===== config.mk =====
export PLATFORM = sky130hd
export DESIGN_NAME = afe_spi_capture
export DESIGN_NICKNAME = d
export VERILOG_FILES = /design/src/rtl/afe_spi_capture.sv
export SDC_FILE = /design/constraint.sdc
export NUM_CORES = 1
export LEC_CHECK = 0
export CAP_MARGIN = 30
export CELL_PAD_IN_SITES_DETAIL_PLACEMENT = 2
export CELL_PAD_IN_SITES_GLOBAL_PLACEMENT = 2
export CORE_MARGIN = 8
export CORE_UTILIZATION = 40
export CTS_CLUSTER_SIZE = 12
export DETAILED_ROUTE_END_ITERATION = 8
export PLACE_DENSITY = 0.77
export SYNTH_ARGS = -nofsm -noshare
export SYNTH_HDL_FRONTEND = slang
export SYNTH_SLANG_ARGS = --single-unit

===== constraint.sdc =====
create_clock -name sysClk -period 13.4 [get_ports sysClk]
set_clock_uncertainty 0.05 [all_clocks]
set_input_delay 2.68 -clock sysClk [delete_from_list [all_inputs] [get_ports sysClk]]
set_output_delay 2.68 -clock sysClk [all_outputs]
set_load 0.02 [all_outputs]

===== src/rtl/afe_spi_capture.sv =====
// afe_spi_capture: oversampled AFE SPI lane receiver with show-ahead word FIFO
module afe_spi_capture #(
  parameter int WORD_WIDTH = 24,
  parameter int FIFO_AW = 3
) (
  input  logic                  sysClk,
  input  logic                  sysReset_n,
  input  logic                  spiClk,
  input  logic                  spiSdi,
  input  logic                  spiLe,
  input  logic                  readStrobe,
  input  logic                  clearStatus,
  output logic                  dataValid,
  output logic [WORD_WIDTH-1:0] dataOut,
  output logic [FIFO_AW:0]      fifoCount,
  output logic [5:0]            lastBitCount,
  output logic                  overflow,
  output logic                  lengthError
);
  localparam int DEPTH = 2 ** FIFO_AW;
  typedef enum logic {IDLE, SHIFT} state_t;
  state_t state_q, state_d;
  logic [2:0] s1_q, s2_q, h_q;
  logic clk_rise, le_rise, le_fall, sdi;
  logic start, commit, good, full, pop, push, shift_en;
  logic [WORD_WIDTH-1:0] shreg_q, shreg_d;
  logic [5:0] bit_cnt_q, bit_cnt_d, last_cnt_q, last_cnt_d;
  logic [WORD_WIDTH-1:0] mem_q [DEPTH];
  logic [FIFO_AW:0] wptr_q, wptr_d, rptr_q, rptr_d, count;
  logic ovf_q, ovf_d, len_q, len_d;
  assign clk_rise = s2_q[0] & ~h_q[0];
  assign sdi = s2_q[1];
  assign le_rise = s2_q[2] & ~h_q[2];
  assign le_fall = ~s2_q[2] & h_q[2];
  assign count = wptr_q - rptr_q;
  // Two-flop synchronizers plus one history stage for {le, sdi, clk}
  always_ff @(posedge sysClk or negedge sysReset_n)
    if (!sysReset_n) begin
      s1_q <= '0;
      s2_q <= '0;
      h_q <= '0;
    end else begin
      s1_q <= {spiLe, spiSdi, spiClk};
      s2_q <= s1_q;
      h_q <= s2_q;
    end
  // Frame state register
  always_ff @(posedge sysClk or negedge sysReset_n)
    if (!sysReset_n) state_q <= IDLE;
    else state_q <= state_d;
  // LE falling edge opens a frame, LE rising edge closes it
  always_comb begin
    state_d = state_q;
    if (state_q == IDLE && le_fall) state_d = SHIFT;
    else if (state_q == SHIFT && le_rise) state_d = IDLE;
  end
  // Frame control strobes; an LE rise suppresses a coincident clock edge
  always_comb begin
    start = state_q == IDLE && le_fall;
    commit = state_q == SHIFT && le_rise;
    shift_en = state_q == SHIFT && clk_rise && !le_rise;
    good = bit_cnt_q == 6'(WORD_WIDTH);
    full = count == (FIFO_AW + 1)'(DEPTH);
    pop = readStrobe && dataValid;
    push = commit && good && (!full || pop);
  end
  // Shift register, bit counter, FIFO pointers and sticky flag next values
  always_comb begin
    shreg_d = start ? '0 : shift_en ? {shreg_q[WORD_WIDTH-2:0], sdi} : shreg_q;
    bit_cnt_d = start ? '0 : (shift_en && bit_cnt_q != 6'd63) ? bit_cnt_q + 6'd1 : bit_cnt_q;
    last_cnt_d = commit ? bit_cnt_q : last_cnt_q;
    wptr_d = wptr_q + (FIFO_AW + 1)'(push);
    rptr_d = rptr_q + (FIFO_AW + 1)'(pop);
    ovf_d = (ovf_q && !clearStatus) || (commit && good && full && !pop);
    len_d = (len_q && !clearStatus) || (commit && !good);
  end
  // Datapath and status registers
  always_ff @(posedge sysClk or negedge sysReset_n)
    if (!sysReset_n) begin
      shreg_q <= '0;
      bit_cnt_q <= '0;
      last_cnt_q <= '0;
      wptr_q <= '0;
      rptr_q <= '0;
      ovf_q <= 1'b0;
      len_q <= 1'b0;
    end else begin
      shreg_q <= shreg_d;
      bit_cnt_q <= bit_cnt_d;
      last_cnt_q <= last_cnt_d;
      wptr_q <= wptr_d;
      rptr_q <= rptr_d;
      ovf_q <= ovf_d;
      len_q <= len_d;
    end
  // FIFO storage; a full-FIFO push with pop reuses the slot being vacated
  always_ff @(posedge sysClk)
    if (push) mem_q[wptr_q[FIFO_AW-1:0]] <= shreg_q;
  assign dataValid = count != '0;
  assign dataOut = dataValid ? mem_q[rptr_q[FIFO_AW-1:0]] : '0;
  assign fifoCount = count;
  assign lastBitCount = last_cnt_q;
  assign overflow = ovf_q;
  assign lengthError = len_q;
endmodule


# [After elaboration in Yosys (flattened, before gate mapping)]
# Memory sizes are Yosys's and may differ from the RTL's.
# Index checks and enable logic that the tools add are counted.
[word_totals] reg_bits=56 latchBits=0 ramBits=192 rom_bits=0 in_bits=7 output_inout_bits=37 memories=1
[memory_table] memory="mem_q" depth=8 width=24 read_ports=1 rd_ports_with_merged_regs=0 write_ports=1 line="28" source="logic [WORD_WIDTH-1:0] mem_q [DEPTH];"
[op_classes] addsub=4 mul=0 n_div=0 order_cmp=0 n_eq_ne=3 n_shift=0 mux=9 bitwise_logic=7 n_reduce_logical=25
[ops] cell="24-bit 2-to-1 mux" n=3
[ops] cell="1-bit logical AND" n=13
[ops] cell="6-bit 2-to-1 mux" n=2
[ops] cell="4-bit by 1-bit adder with 4-bit output" n=2
[ops] cell="6-bit by 1-bit adder with 6-bit output (second input constant)" n=1
[ops] cell="6-bit by 5-bit equality test with 1-bit output (second input constant)" n=1
[ops] cell="6-bit inequality test (second input constant)" n=1
[ops] cell="2-bit nonzero test" n=3
[ops] cell="1-bit logical NOT" n=5
[ops] cell="4-bit equality test (second input constant)" n=1
[ops] cell="1-bit 2-to-1 mux" n=4
[ops] cell="1-bit inverter" n=4
[ops] cell="4-bit nonzero test" n=1
[ops] cell="4-bit subtractor" n=1
[ops] cell="1-bit bitwise AND" n=3
[ops] cell="1-bit logical OR" n=3

# [Depth between registers and ports, before layout]
[logic_depth] ltp_word=7 ltp_mapped=12 mapped_depth_nobuf=11

# [Worst setup path before layout]
# OpenSTA, ideal clock, no wires.
[synth_timing] path_kind="input port to flip-flop" from="input readStrobe" to="memory mem_q[1][0] (enable)" setup_ns=0.466 t_arrival_ns=5.452 required_ns=12.884 setup_slack_ns=7.432 stages=3 path_buffers=1 path_cell_list="and4b_1 buf_2 nor4_1"
[synth_between] elab_chain_len=5
[synth_lines] element="start, declared" line="11" source="input logic readStrobe,"
[synth_lines] element="1-bit logical AND" line="64" source="pop = readStrobe && dataValid;"
[synth_lines] element="1-bit logical OR" line="65" source="push = commit && good && (!full || pop);"
[synth_lines] element="1-bit logical AND" line="65"
[synth_lines] element="1-bit 2-to-1 mux" line="98" source="if (push) mem_q[wptr_q[FIFO_AW-1:0]] <= shreg_q;"
[synth_lines] element="1-bit 2-to-1 mux (not written as such)" line="98"
[synth_lines] element="end, declared" line="28"
# No other way between the ends.

# [Final worst setup path]
[layout_timing] from="register rptr_q[2]" to="output dataOut[18]"
[layout_between] elab_chain_len=3 word_cells_on_any_way=4
[layout_lines] element="start, declared" line="29" source="logic [FIFO_AW:0] wptr_q, wptr_d, rptr_q, rptr_d, count;"
[layout_lines] element="start signal, assigned" line="92" source="rptr_q <= rptr_d;"
[layout_lines] element="4-bit subtractor" line="35" source="assign count = wptr_q - rptr_q;"
[layout_lines] element="4-bit nonzero test" line="99" source="assign dataValid = count != '0;"
[layout_lines] element="24-bit 2-to-1 mux (*)" line="100" source="assign dataOut = dataValid ? mem_q[rptr_q[FIFO_AW-1:0]] : '0;"
[layout_lines] element="end, declared" line="14" source="output logic [WORD_WIDTH-1:0] dataOut,"
# Mark *: on every way between the ends. The rest lies on a longest branch, timed or not.

==> impl_metrics.py <==
metrics = {
    "status": {
        "run_status": "finished, final reports clean",
    },
    "floorplanning": {
        "die-area_um2": 29400,
        "core_um2": 24000,
        "initial_core_util_pct": 40.2,
        "boundaryPins": 44,
        "die_h_um": 171,
        "placementRows": 57,
        "chipWidth_um": 171,
    },
    "global_routing": {
        "track_usage_pct": 17.5,
        "grt_start_max_net_pins": 56,
        "antenna_violations_before_repair": 0,
        "grt_overflow_total": 0,
        "grt_first_pass_wirelength_um": 38400,
        "first_global_vias": 6138,
    },
    "cts": {
        "cts_root_buf": "sky130_fd_sc_hd__clkbuf_16",
        "post_cts.repair.setup_buffers": 0,
        "htree_levels": 1,
        "cts.path.max_buffers": 3,
        "reg_clk_slew_reported_paths_ns": 0.06,
        "cts.sinks": 247,
        "cts_buffers": 27,
        "worstSkewPairLatency_ns": 0.53,
        "post_cts_resize_count": 0,
        "hold_buffers": 0,
        "tritoncts": "yes",
    },
    "sta": {
        "fin_setup_tns_ns": 0,
        "setup_slack_ns": 6.63,
        "finalMaxSlewViolations": 0,
        "report.final.hold_viol_count": 0,
        "final.min_clock_period_ns": 6.77,
        "rsz0062_at_grt": "false",
        "setup_viol": 0,
        "post-route-period-util_pct": 50.5,
        "worstMarginPinSlew_ns": 0.804,
        "fmaxAchievable_mhz": 148,
        "slew_headroom_pct": 46.4,
    },
    "drt": {
        "total_wire_length_after_detailed_routing_um": 24700,
        "detailedRoute.firstPassIterationCount": 4,
        "total_vias_in_the_final_route": 5246,
        "drc_errors": 0,
        "detail-route-antenna-nets": 0,
        "route.detailed.wl_per_inst_um": 25.4,
        "drtIter0Drc": 384,
        "vias_per_cell": 5.40,
    },
    "worst_setup_path": {
        "rr_endpoint": "mem_q[1][8]$_DFFE_PP_",
        "crit_end": "dataOut[18]",
        "cp_data_arrival_time_ns": 4.04,
        "ff2ff_path_depth": 8,
        "r2r_slack_ns": 9.53,
        "critical_path.startpoint_type": "register",
        "worstSetupStartpoint": "rptr_q[2]$_DFF_PN0_",
        "worst_r2r_startpoint": "rptr_q[2]$_DFF_PN0_",
        "kind_of_capture_point_of_the_worst_setup_path": "output port",
        "cp_max_fo": 27,
        "required_ns": 10.67,
        "criticalPathCategory": "register to output port",
    },
    "place": {
        "dpl_worst_slack_ns": 7.16,
        "dp_hpwl_um": 13800,
        "detailed_place.area_um2": 10500,
        "port-buffer-count": 43,
        "gp_congestion": 0.700,
    },
    "power_and_ir_drop": {
        "ir_drop_mv": 0.108,
        "leakagePower_nw": 3.97,
        "power_density_relative_to_cell_area_nw_per_um2": 183,
    },
    "cells_and_area": {
        "nFillCells": 2219,
        "layout-drive-gt1-share_pct": 19.1,
        "area_growth_pct": 18.4,
        "design.final.nets": 644,
        "insertedDiodeCount": 0,
        "fin_area_um2": 11400,
    },
    "synthesis": {
        "yosys.cell_types.count": 41,
        "synthesis.instances": 570,
        "synthesis.area_um2": 9660,
        "synth_async_reset_ratio_pct": 22.3,
        "postSynthNetCount": 587,
        "synth.avg_cell_area_um2": 16.9,
        "ys_warn_count": 0,
        "synth-seq-cells": 247,
        "synth.yosys.seq_area_share_pct": 74.0,
        "yosys_most_used_dff": "sky130_fd_sc_hd__edfxtp_1",
        "post_synth_edffs": 192,
    },
    "hold_path": {
        "worst_hold_path_type": "register to register",
    },
    "flow_run": {
        "max_cap_viol_count": 0,
    },
}
-- flip-flops by register name, summed over array words and instances (netlist names), 3 cells and up --
register,flops
s2_q,3
lastBitCount,6
s1_q,3
mem_q,192
bit_cnt_q,6
wptr_q,4
rptr_q,4
shreg_q,24
-- critical path, cell delays in order, from the launching register on --
cell                              delay (ns)
sky130_fd_sc_hd__dfrtp_1                0.37
sky130_fd_sc_hd__buf_4                  0.25
sky130_fd_sc_hd__inv_2                  0.54
sky130_fd_sc_hd__ha_1                   0.40
sky130_fd_sc_hd__and3b_1                0.21
sky130_fd_sc_hd__or3_1                  0.43
sky130_fd_sc_hd__a21boi_2               0.23
sky130_fd_sc_hd__buf_4                  0.36
sky130_fd_sc_hd__a21oi_1                0.11
sky130_fd_sc_hd__clkdlybuf4s50_1        0.59
-- layout by cell type, fill, tap and decap left out, types with 5 or more instances in the layout --
cell type,n
sky130_fd_sc_hd__nor4_2,5
sky130_fd_sc_hd__clkbuf_16,29
sky130_fd_sc_hd__ha_1,9
sky130_fd_sc_hd__a21oi_1,53
sky130_fd_sc_hd__nand3_1,10
sky130_fd_sc_hd__mux4_2,48
sky130_fd_sc_hd__nand2_1,104
sky130_fd_sc_hd__dfrtp_1,53
sky130_fd_sc_hd__clkbuf_1,8
sky130_fd_sc_hd__inv_1,9
sky130_fd_sc_hd__edfxtp_1,192
sky130_fd_sc_hd__clkdlybuf4s50_1,42
sky130_fd_sc_hd__o21ai_0,5
sky130_fd_sc_hd__buf_4,15
-- cells in the mapped netlist (2+ instances only) --
cell type	count	area [µm²]
sky130_fd_sc_hd__inv_1	9	33.8
sky130_fd_sc_hd__clkbuf_1	19	71.3
sky130_fd_sc_hd__o21ai_0	5	25.0
sky130_fd_sc_hd__nor2_1	4	15.0
sky130_fd_sc_hd__a21oi_1	53	265
sky130_fd_sc_hd__nand2_1	104	390
sky130_fd_sc_hd__xor2_1	3	26.3
sky130_fd_sc_hd__nand3b_1	3	22.5
sky130_fd_sc_hd__nor4_1	5	31.3
sky130_fd_sc_hd__nor3_1	6	30.0
sky130_fd_sc_hd__xnor2_1	3	26.3
sky130_fd_sc_hd__mux2_2	4	45.0
sky130_fd_sc_hd__or4b_1	3	30.0
sky130_fd_sc_hd__edfxtp_1	192	5770
sky130_fd_sc_hd__ha_1	9	113
sky130_fd_sc_hd__mux2i_1	2	20.0
sky130_fd_sc_hd__nand3_1	10	50.1
sky130_fd_sc_hd__buf_2	9	45.0
sky130_fd_sc_hd__dfrtp_1	55	1380
sky130_fd_sc_hd__mux4_2	48	1080
sky130_fd_sc_hd__or4_1	2	15.0
sky130_fd_sc_hd__nor2b_1	2	12.5
sky130_fd_sc_hd__buf_1	2	7.51
-- metal layers --
| metal | vias up | global-route usage, % | part of all wire [%] |
|---|---|---|---|
| met5 | - | 0 | 0 |
| met4 | 0 | 4.35 | 1.8 |
| met3 | 34 | 2.75 | 3.4 |
| met2 | 91 | 31.6 | 53 |
| met1 | 2830 | 21.8 | 42 |
| li1 | 2291 | - | - |
-- final cells by class --
class / instances / area [µm²] / share of cell area, %
clock inverter: 9 / 72.6 / 0.635
sequential: 247 / 7140 / 62.5
tap: 324 / 405 / 3.55
clock buffer: 41 / 811 / 7.09
timing repair buffer: 59 / 566 / 4.95
multi-input combinational: 282 / 2400 / 21.0
inverter: 10 / 37.5 / 0.328
-- worst min-delay path by stage --
stage | startpoint | end | depth (start not counted)
floorplan | s1_q[0]$_DFF_PN0_ | s2_q[0]$_DFF_PN0_ | 0
CTS | s1_q[2]$_DFF_PN0_ | s2_q[2]$_DFF_PN0_ | 0
global placement | s1_q[2]$_DFF_PN0_ | s2_q[2]$_DFF_PN0_ | 0
finish | s1_q[2]$_DFF_PN0_ | s2_q[2]$_DFF_PN0_ | 0
detailed placement | s1_q[0]$_DFF_PN0_ | s2_q[0]$_DFF_PN0_ | 0
global route | s1_q[2]$_DFF_PN0_ | s2_q[2]$_DFF_PN0_ | 0
-- power breakdown --
part	internal [mW]	switching, mW	leakage (nW)
registers	0.831	0.0102	2.51
clock network	0.436	0.298	0.431
logic	0.222	0.300	1.03
-- stage by stage --
stage / power (mW) / hold WS (ns) / util [%] / std cells
2_1_floorplan: 1.17 / 0.281 / - / 570
3_3_place_gp: 1.36 / 0.285 / 43.8 / 921
3_5_place_dp: 1.39 / 0.293 / 43.9 / 922
4_1_cts: 2.13 / 0.311 / 47.6 / 972
5_1_grt: 2.18 / 0.311 / 47.6 / 972
6_report: 2.10 / 0.304 / 47.6 / 972
-- cell families after synthesis --
family | share of synthesized area, %
DFF | 74.0
muxes | 11.9
and+or+nand+nor | 6.93
AOI/OAI and AO/OA | 3.56
xor gates and xnor gates | 0.544
buffers and inverters | 1.75
adders and majority gates | 1.37
(Power assumes the default switching activity.)
